===== src/rtl/burst_period_pkg.sv =====
// Shared types and constants for the burst-period generator.
// Holds the mode encodings, FSM state type and default widths.
package burst_period_pkg;

  localparam int unsigned ACC_W_DEF  = 48;
  localparam int unsigned ADDR_W_DEF = 12;
  localparam int unsigned CNT_W_DEF  = 16;

  localparam logic [1:0] MODE_CONT  = 2'd0;
  localparam logic [1:0] MODE_BURST = 2'd1;
  localparam logic [1:0] MODE_GATE  = 2'd2;

  typedef enum logic [1:0] {
    IDLE,
    RUN,
    DRAIN
  } state_e;

  // Mode 3 is reserved and behaves as continuous.
  function automatic logic [1:0] norm_mode(input logic [1:0] mode);
    return (mode == 2'd3) ? MODE_CONT : mode;
  endfunction

endpackage


===== src/rtl/burst_phase_acc.sv =====
// Phase accumulator: registered increment, ACC_W accumulator with clear/enable,
// registered carry pulse. Exposes the carry of the pending add for the controller.
module burst_phase_acc
  import burst_period_pkg::*;
#(
  parameter int unsigned ACC_W  = ACC_W_DEF,
  parameter int unsigned ADDR_W = ADDR_W_DEF
) (
  input  logic              Clock,
  input  logic              Reset,
  input  logic [ACC_W-1:0]  Period_in,
  input  logic              clear,
  input  logic              enable,
  output logic              carry_next,
  output logic [ADDR_W-1:0] phase,
  output logic              PCO
);

  logic [ACC_W-1:0] period_q;
  logic [ACC_W-1:0] acc_q;
  logic [ACC_W:0]   sum;
  logic             pco_q;

  always_comb begin
    sum        = {1'b0, acc_q} + {1'b0, period_q};
    carry_next = sum[ACC_W];
  end

  always_ff @(posedge Clock) begin
    if (Reset) begin
      period_q <= '0;
    end else begin
      period_q <= Period_in;
    end
  end

  // Clear beats enable so a completing carry still pulses PCO but leaves acc at 0.
  always_ff @(posedge Clock) begin
    if (Reset) begin
      acc_q <= '0;
      pco_q <= 1'b0;
    end else begin
      pco_q <= enable & carry_next;
      if (clear) begin
        acc_q <= '0;
      end else if (enable) begin
        acc_q <= sum[ACC_W-1:0];
      end
    end
  end

  assign phase = acc_q[ACC_W-1 -: ADDR_W];
  assign PCO   = pco_q;

endmodule


===== src/rtl/burst_period_gen.sv =====
// Burst-period generator: run-mode FSM, burst counter, duty compare and output registers.
// Define BURST_PERIOD_GEN_TRIG_SYNC_EN to pass Trig through a 2-flop synchroniser.
module burst_period_gen
  import burst_period_pkg::*;
#(
  parameter int unsigned ACC_W  = ACC_W_DEF,
  parameter int unsigned ADDR_W = ADDR_W_DEF,
  parameter int unsigned CNT_W  = CNT_W_DEF
) (
  input  logic              Clock,
  input  logic              Reset,
  input  logic [ACC_W-1:0]  Period_in,
  input  logic [ADDR_W-1:0] Duty_in,
  input  logic [CNT_W-1:0]  Burst_Cnt_in,
  input  logic [1:0]        Mode_in,
  input  logic              Trig,
  input  logic              Burst_EN,
  output logic              Period_Ctrl,
  output logic              PCO,
  output logic              Busy,
  output logic              Done
);

  localparam logic [CNT_W-1:0] CntOne = CNT_W'(1);

  state_e            state_q, state_d;
  logic [1:0]        mode_q, mode_d;
  logic [CNT_W-1:0]  cnt_q, cnt_d;
  logic              done_q, done_d;
  logic              trig_s;
  logic              trig_d_q;
  logic              trig_rise;
  logic              carry_next;
  logic [ADDR_W-1:0] phase;
  logic [ADDR_W-1:0] phase_q;
  logic              phase_vld_q;
  logic              ctrl_q;
  logic              acc_clear;
  logic              acc_enable;

`ifdef BURST_PERIOD_GEN_TRIG_SYNC_EN
  logic [1:0] trig_sync_q;

  always_ff @(posedge Clock) begin
    if (Reset) begin
      trig_sync_q <= '0;
    end else begin
      trig_sync_q <= {trig_sync_q[0], Trig};
    end
  end

  assign trig_s = trig_sync_q[1];
`else
  assign trig_s = Trig;
`endif

  assign trig_rise = trig_s & ~trig_d_q;

  always_comb begin
    state_d = state_q;
    mode_d  = mode_q;
    cnt_d   = cnt_q;
    done_d  = 1'b0;
    unique case (state_q)
      IDLE: begin
        if (Burst_EN) begin
          unique case (norm_mode(Mode_in))
            MODE_BURST: begin
              if (trig_rise && (Burst_Cnt_in != '0)) begin
                state_d = RUN;
                mode_d  = MODE_BURST;
                cnt_d   = Burst_Cnt_in;
              end
            end
            MODE_GATE: begin
              if (trig_s) begin
                state_d = RUN;
                mode_d  = MODE_GATE;
              end
            end
            default: begin
              state_d = RUN;
              mode_d  = MODE_CONT;
            end
          endcase
        end
      end
      RUN: begin
        if ((mode_q == MODE_BURST) && carry_next) begin
          cnt_d = cnt_q - CntOne;
          if (cnt_q == CntOne) begin
            state_d = IDLE;
            done_d  = 1'b1;
          end
        end else if ((mode_q == MODE_GATE) && !trig_s) begin
          state_d = DRAIN;
        end
      end
      DRAIN: begin
        // A carry finishes the drain even if the gate re-asserts on the same cycle.
        if (carry_next) begin
          state_d = IDLE;
          done_d  = 1'b1;
        end else if (trig_s) begin
          state_d = RUN;
        end
      end
      default: state_d = IDLE;
    endcase

    if (!Burst_EN) begin
      state_d = IDLE;
      cnt_d   = '0;
      done_d  = 1'b0;
    end
  end

  always_ff @(posedge Clock) begin
    if (Reset) begin
      state_q  <= IDLE;
      mode_q   <= MODE_CONT;
      cnt_q    <= '0;
      done_q   <= 1'b0;
      trig_d_q <= 1'b0;
    end else begin
      state_q  <= state_d;
      mode_q   <= mode_d;
      cnt_q    <= cnt_d;
      done_q   <= done_d;
      trig_d_q <= trig_s;
    end
  end

  assign acc_enable = (state_q != IDLE) && Burst_EN;
  assign acc_clear  = (state_q == IDLE) || !Burst_EN || done_d;

  burst_phase_acc #(
    .ACC_W  (ACC_W),
    .ADDR_W (ADDR_W)
  ) u_phase_acc (
    .Clock      (Clock),
    .Reset      (Reset),
    .Period_in  (Period_in),
    .clear      (acc_clear),
    .enable     (acc_enable),
    .carry_next (carry_next),
    .phase      (phase),
    .PCO        (PCO)
  );

  // Two-stage duty pipeline; the valid bit forces Period_Ctrl low two cycles into IDLE.
  always_ff @(posedge Clock) begin
    if (Reset) begin
      phase_q     <= '0;
      phase_vld_q <= 1'b0;
      ctrl_q      <= 1'b0;
    end else begin
      phase_vld_q <= (state_q != IDLE);
      phase_q     <= (state_q != IDLE) ? phase : '0;
      ctrl_q      <= phase_vld_q && (phase_q < Duty_in);
    end
  end

  assign Period_Ctrl = ctrl_q;
  assign Busy        = (state_q != IDLE);
  assign Done        = done_q;

endmodule


===== config.mk =====
export PLATFORM = sky130hd
export DESIGN_NAME = burst_period_gen
export DESIGN_NICKNAME = d
export VERILOG_FILES = /design/src/rtl/burst_period_pkg.sv /design/src/rtl/burst_phase_acc.sv /design/src/rtl/burst_period_gen.sv
export SDC_FILE = /design/constraint.sdc
export NUM_CORES = 1
export LEC_CHECK = 0
export CAP_MARGIN = 20
export CORE_UTILIZATION = 51
export DETAILED_ROUTE_END_ITERATION = 10
export PLACE_DENSITY = 0.76
export SLEW_MARGIN = 30
export SYNTH_ARGS = -nofsm -noshare
export SYNTH_HDL_FRONTEND = slang
export SYNTH_SLANG_ARGS = --single-unit

===== constraint.sdc =====
create_clock -name Clock -period 2.85 [get_ports Clock]
set_input_delay 0.57 -clock Clock [delete_from_list [all_inputs] [get_ports Clock]]
set_output_delay 0.57 -clock Clock [all_outputs]
set_load 0.005 [all_outputs]

==> flow_metrics.env, run 1 <==
export IMPL_grt_usage=0.278
export IMPL_holdBufCountCts=0
export IMPL_diodes=0
export IMPL_dpl_instance_area_um2=9250
export IMPL_crit_type="reg -> reg"
export IMPL_rsz0062_at_grt="yes"
export IMPL_outcome="complete, but fails checks"
export IMPL_postLayoutCellArea_um2=10600
export IMPL_globalplace_congestion=0.925
export IMPL_synth_cell_types=63
export IMPL_violations="negative setup slack"
export IMPL_synth_top_family_by_area="compound AO/OA/AOI/OAI gates"
export IMPL_grt_pass1_wl_um=32900
export IMPL_ys_seq_area_frac=0.354
export IMPL_arrival_ns=3.35
export IMPL_avgViaCountPerCell=5.73
export IMPL_synth_seq_cells=133
export IMPL_leakagePower_uw=0.00454
export IMPL_num_vias=7289
export IMPL_cts_sinks=133
export IMPL_avgSynthCellArea_um2=8.33
export IMPL_die_area_um2=15200
export IMPL_first_iter_violations=544
export IMPL_cts_root_buf="clkbuf_16"
export IMPL_slowest_stage="fa_2"
export IMPL_cp_max_fo=8
export IMPL_numCtsBuffers=17
export IMPL_timing_slew_headroom=0.580
export IMPL_totalWireLength_um=20900
export IMPL_clock_latency_ns=0.43
export IMPL_async_flop_share=0
export IMPL_hold_viol=0
export IMPL_ios=86
export IMPL_slowest_delay_ns=0.34
export IMPL_fin_ws_ns=-0.185
export IMPL_end_kind="register"
export IMPL_synth_area_leaders="dfxtp_1 35%, ha_1 11%, a21oi_1 7.2%"
export IMPL_yosysTopAreaCell="dfxtp_1"
export IMPL_slew_viol_final=0
export IMPL_die_h_um=123
export IMPL_die_w_um=123
export IMPL_clk_pin_slew_ns=0.06
export IMPL_drcViolationCount=0
export IMPL_synth_top_area_frac=0.354
export IMPL_initial_core_util=0.531
export IMPL_cts_tree="done"
export IMPL_met3_length_um=1120
export IMPL_path_cells="ha_4 -> fa_2 -> a211o_1 -> a21o_1 -> a221oi_2 -> o31a_1 -> and4_4 -> or4_4 -> a21oi_4 -> o21bai_4 -> o21ba_2 -> o221a_2"
export IMPL_overflow=0
export IMPL_fin_crit_sh=1.06
export IMPL_clock_fmax_mhz=329
export IMPL_setup_violations=62
export IMPL_port_buffers=85
export IMPL_coreArea_um2=14100
export IMPL_startpoint_type="register"
export IMPL_crit_required_ns=3.17
export IMPL_synthAdderAreaFrac=0.111
export IMPL_fin_cells=1273
export IMPL_finalHoldWorstSlack_ns=0.439
export IMPL_peakVddDrop_mv=0.459
export IMPL_area_growth_pct=41.5
export IMPL_netlist_area_um2=7520
export IMPL_antenna_left=0
export IMPL_synth_compound_area_frac=0.233
export IMPL_nets=1228
export IMPL_synth_nets=1050
export IMPL_worst_slew_pin_slew_ns=0.628
export IMPL_routedLengthMet1_um=8920
export IMPL_htreeDepth=4
export IMPL_layout_min_cycle_time_ns=3.04
export IMPL_dr_pass1_iters=7
export IMPL_placed_cells=1219
export IMPL_drive_gt1_frac=0.242
export IMPL_top_layer_used="met4"
export IMPL_synthSimpleGateAreaFrac=0.215
export IMPL_fin_skew_ns=0.00772
export IMPL_p_per_area_nw_per_um2=471
export IMPL_wire_per_inst_um=16.4
export IMPL_cts_path_max_buffers=2
export IMPL_synth_xor_area_frac=0.0443
export IMPL_dp_hpwl_um=13600
export IMPL_antenna_found_initial=0
export IMPL_grt_max_degree=47
export IMPL_maxCapViolations=0
export IMPL_grt_pass1_vias=6990
export IMPL_met2_length_um=10200
export IMPL_rows=43
export IMPL_yosysWarnings=0
export IMPL_muxShareOfSynthArea=0.00400
export IMPL_tns_ns=-5.70
export IMPL_netlist_instances=902
export IMPL_synth_edf_count=0
export IMPL_worst_hold_path_type="reg -> reg"
export IMPL_synth_ff_type="dfxtp_1"
==> state kept, by name, indices dropped and copies added, names as in the netlist <==
| signal | cells |
|---|---|
| state_q | 2 |
| u_phase_acc.period_q | 48 |
| trig_d_q | 1 |
| Period_Ctrl | 1 |
| mode_q | 2 |
| phase_vld_q | 1 |
| cnt_q | 16 |
| Done | 1 |
| u_phase_acc.acc_q | 48 |
| phase_q | 12 |
| u_phase_acc.PCO | 1 |
==> repair_timing <==
action | CTS | global route
pin swaps | 37 | 28
endpoints found under the hold margin | 0 | 0
endpoints found under the setup margin | 65 | 68
gates cloned | 4 | 1
setup buffers | 19 | 8
resized for setup | 66 | 55
==> routing by layer <==
layer | vias to the layer above | track usage
li1 | 3579 | -
met1 | 3434 | 0.342
met2 | 221 | 0.473
met3 | 55 | 0.0581
met4 | 0 | 0.111
met5 | - | 0
==> final timing paths <==
| kind | to | cells after the start | from | slack, ns |
|---|---|---|---|---|
| worst max-delay path | cnt_q[5]$_SDFFE_PP0P_ | 12 | u_phase_acc.acc_q[0]$_SDFFE_PP0P_ | -0.19 |
| worst min-delay path | Period_Ctrl$_SDFF_PP0_ | 2 | phase_vld_q$_SDFF_PP0_ | 0.44 |
| worst max register to register | cnt_q[5]$_SDFFE_PP0P_ | 12 | u_phase_acc.acc_q[0]$_SDFFE_PP0P_ | -0.19 |
| worst min register to register | Period_Ctrl$_SDFF_PP0_ | 2 | phase_vld_q$_SDFF_PP0_ | 0.44 |
==> synthesized netlist by cell type, types with 2 or more instances <==
library cell / n
dfxtp_1: 133
a21oi_1: 108
nand2_1: 79
ha_1: 65
nor2_1: 63
nor2b_1: 56
a21o_1: 36
inv_1: 30
o21ai_0: 30
clkbuf_1: 29
nand3_1: 24
xnor2_1: 21
and2_1: 18
nor3_1: 17
xor2_1: 17
a31oi_1: 15
nand2b_1: 15
a211oi_1: 10
nor4_1: 10
o21ai_1: 10
and3_1: 9
o21bai_1: 8
o211ai_1: 7
nand4_1: 6
o21a_1: 6
or3_1: 6
o31a_1: 5
or2_2: 5
buf_2: 4
buf_6: 4
nor3b_1: 4
o31ai_1: 4
a211o_1: 3
a31o_2: 3
and4_1: 3
mux2i_1: 3
o21ba_2: 3
o221a_2: 3
o311ai_1: 3
a22oi_1: 2
clkbuf_2: 2
o32ai_1: 2
==> worst max-delay path, delay by kind of cell (launching register included) <==
family,cells,cell delay [ns]
DFF,1,0.33
AOI/OAI and AO/OA,8,1.71
adders and majority gates,2,0.50
and+or+nand+nor,2,0.38
==> power by group <==
| group | switching [uW] | internal (uW) | total [uW] | leakage (uW) |
|---|---|---|---|---|
| clock | 838 | 1600 | 2440 | 0.000316 |
| sequential | 29.1 | 1910 | 1940 | 0.00109 |
| combinational | 314 | 317 | 632 | 0.00313 |
| total | 1180 | 3830 | 5010 | 0.00454 |
==> area by class of cell <==
type | count | area [um2]
multi-input cells | 700 | 5110
fillers | 988 | 3510
flip-flops and latches | 133 | 2670
repair buffers | 198 | 1860
clock buffers | 20 | 457
well taps | 180 | 225
clock inverters | 12 | 201
inverters | 30 | 113
==> per-stage QoR <==
stage               setup WS, ns  power, uW  utilization
global route              -0.265       5170        0.752
CTS                       -0.173       5000        0.733
detailed placement        -0.275       2540        0.653
global placement          -0.162       2530        0.653
finish                    -0.185       5010        0.752
floorplan                -0.0398       2280            -
==> logic make-up (layout without fill, tap and decap cells) <==
logic type,after synthesis,after routing
adders and majority gates,66,66
muxes,3,3
DFF,133,133
buffers and inverters,69,260
xor gates and xnor gates,38,38
and+or+nand+nor,319,319
AOI/OAI and AO/OA,274,274
==> cell usage in the layout, fill, tap and decap left out, drive strengths merged, types with 4 or more instances in the layout <==
cell type and count:
a211oi 10, a21o 36, a21oi 109, a31oi 15
and2 18, and3 9, and4 4, buf 113
bufinv 5, clkbuf 21, clkdlybuf4s50 84, clkinv 5
dfxtp 133, ha 65, inv 30, nand2 79
nand2b 15, nand3 24, nand4 6, nor2 63
nor2b 56, nor3 17, nor3b 4, nor4 10
o211ai 7, o21a 6, o21ai 42, o21bai 9
o311ai 4, o31a 5, o31ai 4, or2 6
or3 6, xnor2 21, xor2 17
Power figures use the tool's default switching activity.
==> run 2: changes to the inputs <==
- CORE_UTILIZATION: 51 -> 52
- PLACE_DENSITY: 0.76 -> 0.77
- SYNTH_HIERARCHICAL: unset -> 1
==> flow_metrics.env, run 2 <==
export IMPL_worst_hold_path_type="reg -> reg"
export IMPL_htreeDepth=4
export IMPL_reg_top3="u_phase_acc/acc_q (48), u_phase_acc/period_q (48), cnt_q (16)"
export IMPL_async_flop_share=0
export IMPL_totalWireLength_um=22500
export IMPL_final_common_cell="buf_4"
export IMPL_arrival_ns=4.04
export IMPL_maxCapViolations=0
export IMPL_wire_per_inst_um=16.4
export IMPL_p_per_area_nw_per_um2=438
export IMPL_num_vias=8043
export IMPL_setup_violations=67
export IMPL_hold_viol=0
export IMPL_synth_ff_type="dfxtp_1"
export IMPL_yosysWarnings=6
export IMPL_synth_area_leaders="dfxtp_1 33%, ha_1 10%, a21oi_1 5.4%"
export IMPL_yosysTopAreaCell="dfxtp_1"
export IMPL_nets=1324
export IMPL_cp_max_fo=5
export IMPL_antenna_left=0
export IMPL_peakVddDrop_mv=0.474
export IMPL_startpoint_type="register"
export IMPL_placed_cells=1325
export IMPL_synthTopCellsByCount="133 x dfxtp_1, 87 x a21oi_1, 72 x nor2_1"
export IMPL_avgViaCountPerCell=5.85
export IMPL_grt_usage=0.289
export IMPL_cts_sinks=133
export IMPL_initial_core_util=0.530
export IMPL_overflow=0
export IMPL_leakagePower_uw=0.00487
export IMPL_finalHoldWorstSlack_ns=0.483
export IMPL_numCtsBuffers=17
export IMPL_grt_pass1_wl_um=36900
export IMPL_clock_fmax_mhz=273
export IMPL_synth_top_area_frac=0.332
export IMPL_grt_pass1_vias=7969
export IMPL_layout_min_cycle_time_ns=3.67
export IMPL_rsz0062_at_grt="yes"
export IMPL_fin_cells=1376
export IMPL_outcome="complete, but fails checks"
export IMPL_fin_crit_sh=1.29
export IMPL_ios=86
export IMPL_die_area_um2=15900
export IMPL_globalplace_congestion=0.929
export IMPL_timing_slew_headroom=0.478
export IMPL_coreArea_um2=15100
export IMPL_end_kind="register"
export IMPL_clock_latency_ns=0.43
export IMPL_die_h_um=126
export IMPL_worst_slew_pin_slew_ns=0.775
export IMPL_port_buffers=85
export IMPL_crit_required_ns=3.22
export IMPL_ys_seq_area_frac=0.332
export IMPL_avgSynthCellArea_um2=8.49
export IMPL_most_common_layout_cells="160 x buf_4, 131 x dfxtp_1, 87 x a21oi_1"
export IMPL_cts_root_buf="clkbuf_16"
export IMPL_synth_cell_types=76
export IMPL_synth_edf_count=0
export IMPL_reg2reg_slack_ns=-0.82
export IMPL_dpl_instance_area_um2=10200
export IMPL_first_iter_violations=647
export IMPL_slew_viol_final=0
export IMPL_fin_skew_ns=0.0113
export IMPL_rows=45
export IMPL_violations="negative setup slack"
export IMPL_netlist_area_um2=8030
export IMPL_postLayoutCellArea_um2=11400
export IMPL_dr_pass1_iters=6
export IMPL_drive_gt1_frac=0.247
export IMPL_antenna_found_initial=0
export IMPL_area_growth_pct=41.5
export IMPL_clk_pin_slew_ns=0.06
export IMPL_cts_path_max_buffers=2
export IMPL_die_w_um=126
export IMPL_dp_hpwl_um=15500
export IMPL_fin_ws_ns=-0.817
export IMPL_synth_seq_cells=133
export IMPL_grt_max_degree=27
export IMPL_crit_type="reg -> reg"
export IMPL_synth_nets=1094
export IMPL_netlist_instances=946
export IMPL_holdBufCountCts=0
export IMPL_diodes=0
export IMPL_synth_most_common_cell="dfxtp_1"
export IMPL_drcViolationCount=0
export IMPL_cts_tree="done"
==> run 2: cell count changes after synthesis, moves of 8 or more <==
cell / delta
a21o_1: -11
a21oi_1: -21
buf_4: +13
mux2i_1: +23
nand2_1: -8
nand4_1: +12
nor2_1: +9
==> run 2: timing repair <==
| item | in CTS | in global routing |
|---|---|---|
| pin swaps | 6 | 13 |
| gates cloned | 5 | 0 |
| endpoints found under the setup margin | 67 | 67 |
| resized for setup | 33 | 57 |
| buffers inserted | 12 | 5 |
==> run 2: worst paths after layout <==
| kind | start | to | cells after the start |
|---|---|---|---|
| setup / recovery | u_phase_acc/acc_q[0]$_SDFFE_PP0P_ | u_phase_acc/acc_q[42]$_SDFFE_PP0P_ | 19 |
| hold reg to reg | u_phase_acc/acc_q[27]$_SDFFE_PP0P_ | u_phase_acc/acc_q[27]$_SDFFE_PP0P_ | 2 |
| hold / removal | u_phase_acc/acc_q[27]$_SDFFE_PP0P_ | u_phase_acc/acc_q[27]$_SDFFE_PP0P_ | 2 |
| setup reg to reg | u_phase_acc/acc_q[0]$_SDFFE_PP0P_ | u_phase_acc/acc_q[42]$_SDFFE_PP0P_ | 19 |
==> run 2: cells by family (layout without fill, tap and decap cells) <==
group           after synthesis  in the layout  share of synthesized area
mux                          26             26                     0.0324
compound gates              256            256                      0.212
xor+xnor                     34             34                     0.0371
flops                       133            133                      0.332
buf+inv                      88            329                     0.0491
fa+ha+maj                    66             66                      0.104
simple gates                343            344                      0.233
==> run 2: report_power, final <==
| group | internal (uW) | switching (uW) |
|---|---|---|
| Sequential | 1910 | 27.5 |
| Combinational | 328 | 326 |
| Clock | 1570 | 812 |
==> run 2: metal layers <==
metal | GRT usage | vias to the layer above | part of all wire
met5 | 0 | - | 0
li1 | - | 3871 | -
met4 | 0.130 | 0 | 0.026
met2 | 0.508 | 316 | 0.50
met1 | 0.330 | 3797 | 0.42
met3 | 0.0701 | 59 | 0.055
==> run 2: stage by stage <==
step	util	setup slack, ns	total power (uW)	setup TNS, ns
4_1_cts	0.736	-0.751	4970	-39.24
6_report	0.750	-0.817	4970	-41.32
3_5_place_dp	0.673	-0.764	2570	-39.00
5_1_grt	0.750	-1.03	5160	-54.74
2_1_floorplan	-	-0.735	2300	-31.40
3_3_place_gp	0.673	-0.680	2550	-33.01
==> run 2: critical path, cell delays in order (launching register included) <==
cell and delay, ns:
dfxtp_2 0.33, ha_4 0.16, fa_2 0.35, a21oi_2 0.16, o211ai_1 0.17, a31oi_4 0.20, o311a_1 0.22, nor2_2 0.07
a21oi_2 0.16, nand2_1 0.08, a311o_1 0.28, nor4bb_4 0.16, nand4_2 0.11, o31ai_2 0.06, nand2_1 0.11, nand2_2 0.09
or2_4 0.31, or3_1 0.31, mux2i_1 0.15, a31o_1 0.12
==> run 2: area by class of cell <==
type	instances	area (um2)
inverters	35	131
multi-input cells	726	5350
repair buffers	263	2330
clock inverters	8	145
fillers	1072	3790
well taps	188	235
flip-flops and latches	133	2670
clock buffers	23	498
==> run 3: changes to the inputs <==
- CORE_UTILIZATION: 52 -> 55
- PLACE_DENSITY: 0.77 -> 0.78
- clock period: 2.85 -> 3.8 ns (I/O delays scaled with it)
==> flow_metrics.env, run 3 (synthesized netlist as in run 2, its figures left out) <==
export IMPL_htreeDepth=4
export IMPL_hold_viol=0
export IMPL_arrival_ns=4.14
export IMPL_reg_top3="u_phase_acc/acc_q (48), u_phase_acc/period_q (48), cnt_q (16)"
export IMPL_cts_path_max_buffers=2
export IMPL_end_kind="register"
export IMPL_layout_min_cycle_time_ns=3.79
export IMPL_clock_latency_ns=0.43
export IMPL_clk_pin_slew_ns=0.06
export IMPL_cts_root_buf="clkbuf_16"
export IMPL_nets=1199
export IMPL_first_iter_violations=486
export IMPL_startpoint_type="register"
export IMPL_finalHoldWorstSlack_ns=0.475
export IMPL_die_area_um2=15100
export IMPL_outcome="finished, final reports clean"
export IMPL_placed_cells=1208
export IMPL_crit_type="reg -> reg"
export IMPL_area_growth_pct=23.5
export IMPL_num_vias=7245
export IMPL_initial_core_util=0.572
export IMPL_ff_latch_area_um2=2670
export IMPL_worst_hold_path_type="reg -> reg"
export IMPL_maxCapViolations=0
export IMPL_setup_violations=0
export IMPL_cp_max_fo=7
export IMPL_fin_crit_sh=0.998
export IMPL_fin_skew_ns=0.0146
export IMPL_cts_sinks=133
export IMPL_most_common_layout_cells="131 x dfxtp_1, 84 x a21oi_1, 84 x clkdlybuf4s50_1"
export IMPL_drcViolationCount=0
export IMPL_dr_pass1_iters=5
export IMPL_die_w_um=123
export IMPL_grt_pass1_vias=6829
export IMPL_coreArea_um2=14000
export IMPL_dp_hpwl_um=13900
export IMPL_grt_max_degree=31
export IMPL_leakagePower_uw=0.00408
export IMPL_peakVddDrop_mv=0.436
export IMPL_p_per_area_nw_per_um2=347
export IMPL_timing_slew_headroom=0.510
export IMPL_rsz0062_at_grt="yes"
export IMPL_drive_gt1_frac=0.119
export IMPL_final_common_cell="dfxtp_1"
export IMPL_fill_cells=1111
export IMPL_total_power_uw=3430
export IMPL_slew_viol_final=0
export IMPL_multiInputGateArea_um2=5070
export IMPL_rows=43
export IMPL_dp_slack_ns=-0.0953
export IMPL_avgViaCountPerCell=5.83
export IMPL_ios=86
export IMPL_die_h_um=123
export IMPL_final_util=0.706
export IMPL_cts_tree="done"
export IMPL_overflow=0
export IMPL_diodes=0
export IMPL_fin_cells=1242
export IMPL_crit_required_ns=4.15
export IMPL_fin_ws_ns=0.00625
export IMPL_antenna_found_initial=0
export IMPL_wire_per_inst_um=15.3
export IMPL_worst_slew_pin_slew_ns=0.735
export IMPL_grt_pass1_wl_um=31300
export IMPL_totalWireLength_um=19100
export IMPL_antenna_left=0
export IMPL_port_buffers=85
export IMPL_globalplace_congestion=0.927
export IMPL_clock_fmax_mhz=264
export IMPL_grt_usage=0.263
export IMPL_numCtsBuffers=17
==> run 3: cell count changes in the layout (fill, tap and decap cells not counted), sizes merged <==
cell      change
clkinvlp      +1
buf         -124
or2           -1
clkbuf        -3
bufinv        -2
clkinv        +3
==> run 3: final cells by class <==
class,instances,area share
Clock buffer,20,0.0461
Clock inverter,10,0.0109
Inverter,35,0.0133
Multi-Input combinational cell,725,0.512
Sequential cell,133,0.269
Tap cell,180,0.0227
Timing Repair Buffer,139,0.127
==> run 3: repair_timing <==
action | 4_1_cts | 5_1_grt
gates resized for setup | 7 | 17
setup endpoints to repair | 19 | 49
pin swaps | 5 | 18
hold buffers | 0 | 0
cloned | 0 | 0
setup buffers | 2 | 3
==> run 3: per-layer routing <==
layer  GRT usage  share of wire
met5           0              0
met4      0.0755          0.014
met3      0.0599          0.060
met2       0.474           0.49
met1       0.309           0.44
==> run 3: per-stage QoR <==
step	area, um2	setup TNS (ns)
final	9910	0
after floorplan	8030	0
after CTS	9830	0
after detailed placement	9220	-0.365
after global routing	9910	-0.456
after global placement	9220	0
==> run 3: report_power, final <==
| part | total [uW] | switching (uW) | internal (uW) |
|---|---|---|---|
| Clock | 1570 | 585 | 984 |
| Combinational | 416 | 214 | 202 |
| Sequential | 1450 | 18.4 | 1430 |
==> run 3: path summary, 6_finish.rpt <==
path | startpoint | end | slack [ns] | depth (start not counted)
min | u_phase_acc/acc_q[43]$_SDFFE_PP0P_ | u_phase_acc/acc_q[43]$_SDFFE_PP0P_ | 0.48 | 2
min reg2reg | u_phase_acc/acc_q[43]$_SDFFE_PP0P_ | u_phase_acc/acc_q[43]$_SDFFE_PP0P_ | 0.48 | 2
max reg2reg | u_phase_acc/acc_q[0]$_SDFFE_PP0P_ | u_phase_acc/acc_q[39]$_SDFFE_PP0P_ | 0.006 | 19
max | u_phase_acc/acc_q[0]$_SDFFE_PP0P_ | u_phase_acc/acc_q[39]$_SDFFE_PP0P_ | 0.006 | 19
==> run 3: worst max-delay path, cell delays in order, from the launching register on <==
cell,delay [ns]
dfxtp_2,0.33
ha_4,0.16
fa_2,0.39
a21oi_2,0.17
o211ai_1,0.17
a31oi_4,0.20
o311a_1,0.18
nor2_2,0.06
a21oi_2,0.17
nand2_1,0.09
a311o_1,0.36
nor4bb_4,0.16
nand4_2,0.11
o31ai_2,0.06
nand2_1,0.08
nand2_2,0.07
or2_4,0.31
buf_6,0.13
or3_1,0.35
o211ai_1,0.17
